<file path="src/rtl/snn_uart_loader.sv">
// UART-to-SNN front end: unpacks a streamed image into the 1-bit input RAM,
// runs snn_core, then reports the digit over UART and on the LEDs.
module snn_uart_loader #(
    parameter int IMG_BITS = 784,
    parameter int ADDR_W   = 10,
    parameter bit TX_ASCII = 1'b1
) (
    input  logic              clk,
    input  logic              rst,
    input  logic              rx_rdy,
    input  logic [7:0]        rx_data,
    input  logic              tx_rdy,
    output logic              tx_start,
    output logic [7:0]        tx_data,
    output logic              ram_we,
    output logic [ADDR_W-1:0] ram_addr,
    output logic              ram_data,
    output logic              snn_start,
    input  logic              snn_done,
    input  logic [3:0]        snn_digit,
    output logic [7:0]        led
);

    localparam int NBYTES = (IMG_BITS + 7) / 8;
    localparam int LAST   = IMG_BITS - 8 * (NBYTES - 1);

    // First pixel of the final (possibly short) byte, and the very last pixel.
    localparam logic [ADDR_W-1:0] LAST_BASE = ADDR_W'(IMG_BITS - LAST);
    localparam logic [ADDR_W-1:0] LAST_PIX  = ADDR_W'(IMG_BITS - 1);
    localparam logic [2:0]        LAST_CNT  = 3'(LAST - 1);

    typedef enum logic [2:0] {
        RX_WAIT,
        UNPACK,
        START,
        WAIT_DONE,
        SEND
    } state_t;

    state_t            state, state_nx;
    logic [ADDR_W-1:0] pix;
    logic [7:0]        sh;
    logic [2:0]        bits_left;
    logic [3:0]        last_digit;
    logic              overrun;

    always_comb begin
        // NOTE: every output of this block gets a default first, so no path leaves it unassigned and no latch is inferred.
        state_nx  = state;
        ram_we    = 1'b0;
        snn_start = 1'b0;
        tx_start  = 1'b0;
        case (state)
            RX_WAIT: begin
                if (rx_rdy) state_nx = UNPACK;
            end
            UNPACK: begin
                ram_we = 1'b1;
                if (bits_left == 3'd0) state_nx = (pix == LAST_PIX) ? START : RX_WAIT;
            end
            START: begin
                snn_start = 1'b1;
                state_nx  = WAIT_DONE;
            end
            WAIT_DONE: begin
                if (snn_done) state_nx = SEND;
            end
            SEND: begin
                if (tx_rdy) begin
                    tx_start = 1'b1;
                    state_nx = RX_WAIT;
                end
            end
            default: state_nx = RX_WAIT;
        endcase
    end

    // Address and data come straight from reset registers, so they never go X.
    assign ram_addr = pix;
    assign ram_data = sh[0];
    assign led      = {overrun, (state != RX_WAIT), 2'b00, last_digit};

    always_ff @(posedge clk) begin
        // NOTE: state registers use non-blocking assignment so every flop samples pre-edge values.
        if (rst) begin
            state      <= RX_WAIT;
            pix        <= '0;
            sh         <= '0;
            bits_left  <= '0;
            last_digit <= '0;
            tx_data    <= '0;
            overrun    <= 1'b0;
        end else begin
            state <= state_nx;
            if (rx_rdy && (state != RX_WAIT)) overrun <= 1'b1;
            case (state)
                RX_WAIT: begin
                    if (rx_rdy) begin
                        sh        <= rx_data;
                        bits_left <= (pix == LAST_BASE) ? LAST_CNT : 3'd7;
                    end
                end
                UNPACK: begin
                    sh        <= {1'b0, sh[7:1]};
                    pix       <= pix + ADDR_W'(1);
                    bits_left <= bits_left - 3'd1;
                end
                START: begin
                    pix <= '0;
                end
                WAIT_DONE: begin
                    if (snn_done) begin
                        last_digit <= snn_digit;
                        tx_data    <= TX_ASCII ? (8'h30 + {4'h0, snn_digit}) : {4'h0, snn_digit};
                    end
                end
                default: ;
            endcase
        end
    end

endmodule

</file>
<file path="config.mk">
export PLATFORM = sky130hd
export DESIGN_NAME = snn_uart_loader
export DESIGN_NICKNAME = d
export VERILOG_FILES = /design/src/rtl/snn_uart_loader.sv
export SDC_FILE = /design/constraint.sdc
export NUM_CORES = 1
export LEC_CHECK = 0
export ABC_CLOCK_PERIOD_IN_PS = 2200
export BUFFER_PORTS_ARGS = -buffer_cell sky130_fd_sc_hd__buf_2
export CAP_MARGIN = 25
export CORE_MARGIN = 1.5
export CORE_UTILIZATION = 50
export CTS_CLUSTER_SIZE = 16
export DETAILED_ROUTE_END_ITERATION = 10
export MAX_ROUTING_LAYER = met4
export PLACE_DENSITY = 0.79
export REMOVE_ABC_BUFFERS = 1
export SYNTH_ARGS = -nofsm -noshare
export SYNTH_HDL_FRONTEND = slang
export SYNTH_SLANG_ARGS = --single-unit
</file>
<file path="constraint.sdc">
create_clock -name clk -period 2.2 [get_ports clk]
set_clock_uncertainty 0.1 [all_clocks]
set_input_delay 0.66 -clock clk [delete_from_list [all_inputs] [get_ports clk]]
set_output_delay 0.66 -clock clk [all_outputs]
set_load 0.05 [all_outputs]
</file>
==> run summary <==
Post-route minimum period: 2133 ps. The count of input and output buffers was 42; the worst-path maximum fanout was 11. The area of the core was 2758 um^2; the number of nets in the layout was 237. Layout cell share with drive strength beyond 1: 28.57%. Counting every instance in the synthesized netlist gives 179.

The die span in y is 57.02 um, and the final antenna diode count is 0. The flip-flop and latch count after synthesis is 30, and the number of buffers added to fix hold violations after cts is 0. The floorplan step defined a die boundary enclosing 3251 um^2. The tools report the filler cell count in the final layout as 247.

Including well taps, the total number of placed cells is 241. A synthesized cell averages 8.150 um^2. The worst register-to-register path begins at ram_addr[0]. The logs give 0 for the number of warnings reported in the yosys synthesis log and 248 for the post-layout instance count excluding filler cells.

Summed over all layers, the routed wires come to 3232 um. No sink is reached through more buffers than the 2 on the longest clock path. The tools report the detailed-route DRC error count as 0.

The placer congestion estimate is 0.8792, and the via count normalized by instance count is 5.569. Once the floorplan was initialized, standard cells occupied 52.90% of the core. In the final layout, flip-flops and latches occupy 600.6 um^2. The startpoint identified for the worst hold timing path is tx_data[4]. Placed standard-cell area: 1649 um^2. The run gives 0 as the number of hold violations in the final report.

At the worst endpoint, the arrival time is 1370 ps. The clock net in this run drives a total of 30 sinks. The run finished with clean final reports. In this run the remaining antenna-violating nets after routing total 0. Pin placement for this block handled 47 I/O pins. The library cells used most frequently in the layout, excluding fill and tap cells, are 40 x sky130_fd_sc_hd__nor2_1, 38 x sky130_fd_sc_hd__buf_2, 30 x sky130_fd_sc_hd__dfxtp_1, 10 x sky130_fd_sc_hd__a21oi_1. Entering global routing, the biggest net connects 32 pins. After clock tree synthesis, the clock-pin slew on the worst setup and hold paths is 90 ps. The run gives 1237 as the via count of the first global-routing pass. The worst reg2reg path depth is 5, and the final max-slew violation count is 0.

Part of the Yosys area used for sequential elements: 41.17%. The kind of critical path is register to output port. In this run the cell area of the synthesized design comes to 1459 um^2.

The path with the worst hold slack has its endpoint at tx_data[4]. The run gives 0 as the count of max-cap constraint violations. Headroom to the max-slew limit came out at 63.46%. Mean routed wirelength per cell: 13.03 um. The number of H-tree levels was 2. The finished cells cover 1754 um^2. The layout overhead on the synthesized area is 20.24%. The analysis attributes to cell leakage a power of 0.8208 nW. For the number of antenna violations at the first check in global routing, the log shows 0. The minimum setup slack among reg-to-reg paths came out at 260 ps.

The tools report the clock root buffer master as sky130_fd_sc_hd__clkbuf_4. In this run the critical register-to-register path is captured at state[1]. The total number of vias is 1381. For this block, the initial DRC count from the detailed router was 48.

Measured along the x axis, the die boundary spans 57.02 um. The clock reaches the later pin of the worst-skew pair after 330 ps. Setup repair after global routing left no endpoint under its margin. For this run, the top clock speed supported by timing is 468.8 MHz. Setup total negative slack on the finished layout was measured at 0 ps.

The worst endpoint required time is 1440 ps. Setup violations remaining at the end of the flow were counted as 0. In this run the core area contains 19 standard-cell rows.

For the number of CTS-inserted buffers, the log shows 5. The type of the worst min-delay path is register to register. The library cell used most frequently in the layout, excluding fill and tap cells, is sky130_fd_sc_hd__nor2_1.

The number of distinct library cells after synthesis is 39. Buffers added to address setup during post-CTS repair amount to 0. Global routing consumed, over all layers together, 21.34% of the routing resources. TritonCTS built the clock tree. Detailed placement ended at an HPWL of 2312 um.

Power spread over the standard cell area amounts to 1329 nW/um^2. The number of optimization iterations in the first detailed-route pass was 4; the number of cells on the worst hold path was 2. The logs give 5244 um for the global-route wire length before repair and 0 for the sum of overflow across all layers after global routing. The worst-case IR drop observed on VDD is 939.9 uV. The final worst-path cycle share came out at 96.96%. STA classifies the critical path startpoint as a register. STA classifies the critical path endpoint as an output port.

The footprint of the multi-input gates was 738.2 um^2. For the pin with the worst max-slew slack, the measured transition is 548.0 ps.
[Yosys cell counts, drive strengths merged]
master / number / share of area (%)
nor2: 40 / 10
dfxtp: 30 / 41
buf: 12 / 5.8
a21oi: 10 / 3.4
clkbuf: 8 / 2.1
nor4: 8 / 3.4
inv: 7 / 1.8
nand2: 7 / 1.8
or4: 6 / 3.1
mux2i: 5 / 3.4
a31oi: 4 / 1.7
nand3: 4 / 1.4
nor3: 4 / 1.4
a211oi: 3 / 1.9
ha: 3 / 2.6
or4b: 3 / 2.1
a221oi: 2 / 1.2
nor2b: 2 / 0.86
o211ai: 2 / 1.0
o311ai: 2 / 1.2
or3: 2 / 0.86
or3b: 2 / 1.2
a22oi: 1 / 0.51
a41oi: 1 / 0.60
and3: 1 / 0.43
conb: 1 / 0.26
nand2b: 1 / 0.43
nand3b: 1 / 0.51
nand4: 1 / 0.43
nand4b: 1 / 0.60
nor3b: 1 / 0.51
o211a: 1 / 0.69
o21a: 1 / 0.51
o21ai: 1 / 0.34
o31ai: 1 / 0.51
[how the worst max path moves through the flow]
stage | slack, ps | start | depth (start not counted) | end
after CTS | 10 | state[2] | 3 | led[6]
final | 70 | state[2] | 3 | led[6]
after detailed placement | 190 | rx_rdy | 5 | sh[2]
after floorplan | -310 | tx_rdy | 2 | tx_start
after global routing | 1 | state[0] | 3 | ram_we
after global placement | 270 | tx_rdy | 4 | tx_start
[repair_timing]
action | in CTS | in global routing
gates resized for setup | 4 | 4
pin swaps | 0 | 0
endpoints found under the setup margin | 2 | 3
[worst max-delay path, cell delays in order, from the launching register on]
cell,delay (ps)
sky130_fd_sc_hd__dfxtp_1,330
sky130_fd_sc_hd__buf_4,170
sky130_fd_sc_hd__or3_4,390
sky130_fd_sc_hd__buf_6,160
[sequential cells by signal (all words and copies together) (netlist names)]
signal      flops
ram_addr       10
sh              8
bits_left       3
last_digit      3
state           3
tx_data         2
overrun         1
[report_power, final]
group / total, mW / switching [mW] / internal, mW
Sequential: 0.761 / 0.0795 / 0.682
Clock: 0.457 / 0.193 / 0.264
Combinational: 1.11 / 0.725 / 0.388
[through the flow]
stage | hold WS, ps | util [%] | total power [mW] | setup WS [ps]
finish | 357.6 | 63.61 | 2.331 | 66.97
global route | 386.4 | 63.61 | 2.480 | 1.130
CTS | 363.4 | 63.11 | 2.314 | 13.06
detailed placement | 348.7 | 59.80 | 1.830 | 185.5
global placement | 341.5 | 59.80 | 1.773 | 266.3
floorplan | 331.6 | - | 1.531 | -315.0
[layout make-up]
| type | instances | share of cell area (%) |
|---|---|---|
| clock inverters | 1 | 1.712 |
| flip-flops and latches | 30 | 34.24 |
| clock buffers | 6 | 2.924 |
| multi-input cells | 125 | 42.08 |
| repair buffers | 48 | 15.34 |
| inverters | 7 | 1.498 |
| well taps | 31 | 2.211 |
[cell families after synthesis]
kind of cell	after synthesis	synth area share, %
AOI/OAI and AO/OA	29	13.64
adders and majority gates	3	2.573
buffers and inverters	27	9.692
DFF	30	41.17
muxes	5	3.431
other	1	0.2570
and+or+nand+nor	84	29.25
[routing by layer]
| metal | vias up | GRT usage [%] | wire [um] |
|---|---|---|---|
| met5 | - | - | 0 |
| met4 | 0 | 11.63 | 42 |
| met3 | 5 | 4.989 | 165 |
| met2 | 32 | 33.99 | 1612 |
| met1 | 647 | 24.82 | 1411 |
| li1 | 697 | - | - |
Note: power is estimated with default switching activity, not from simulation.
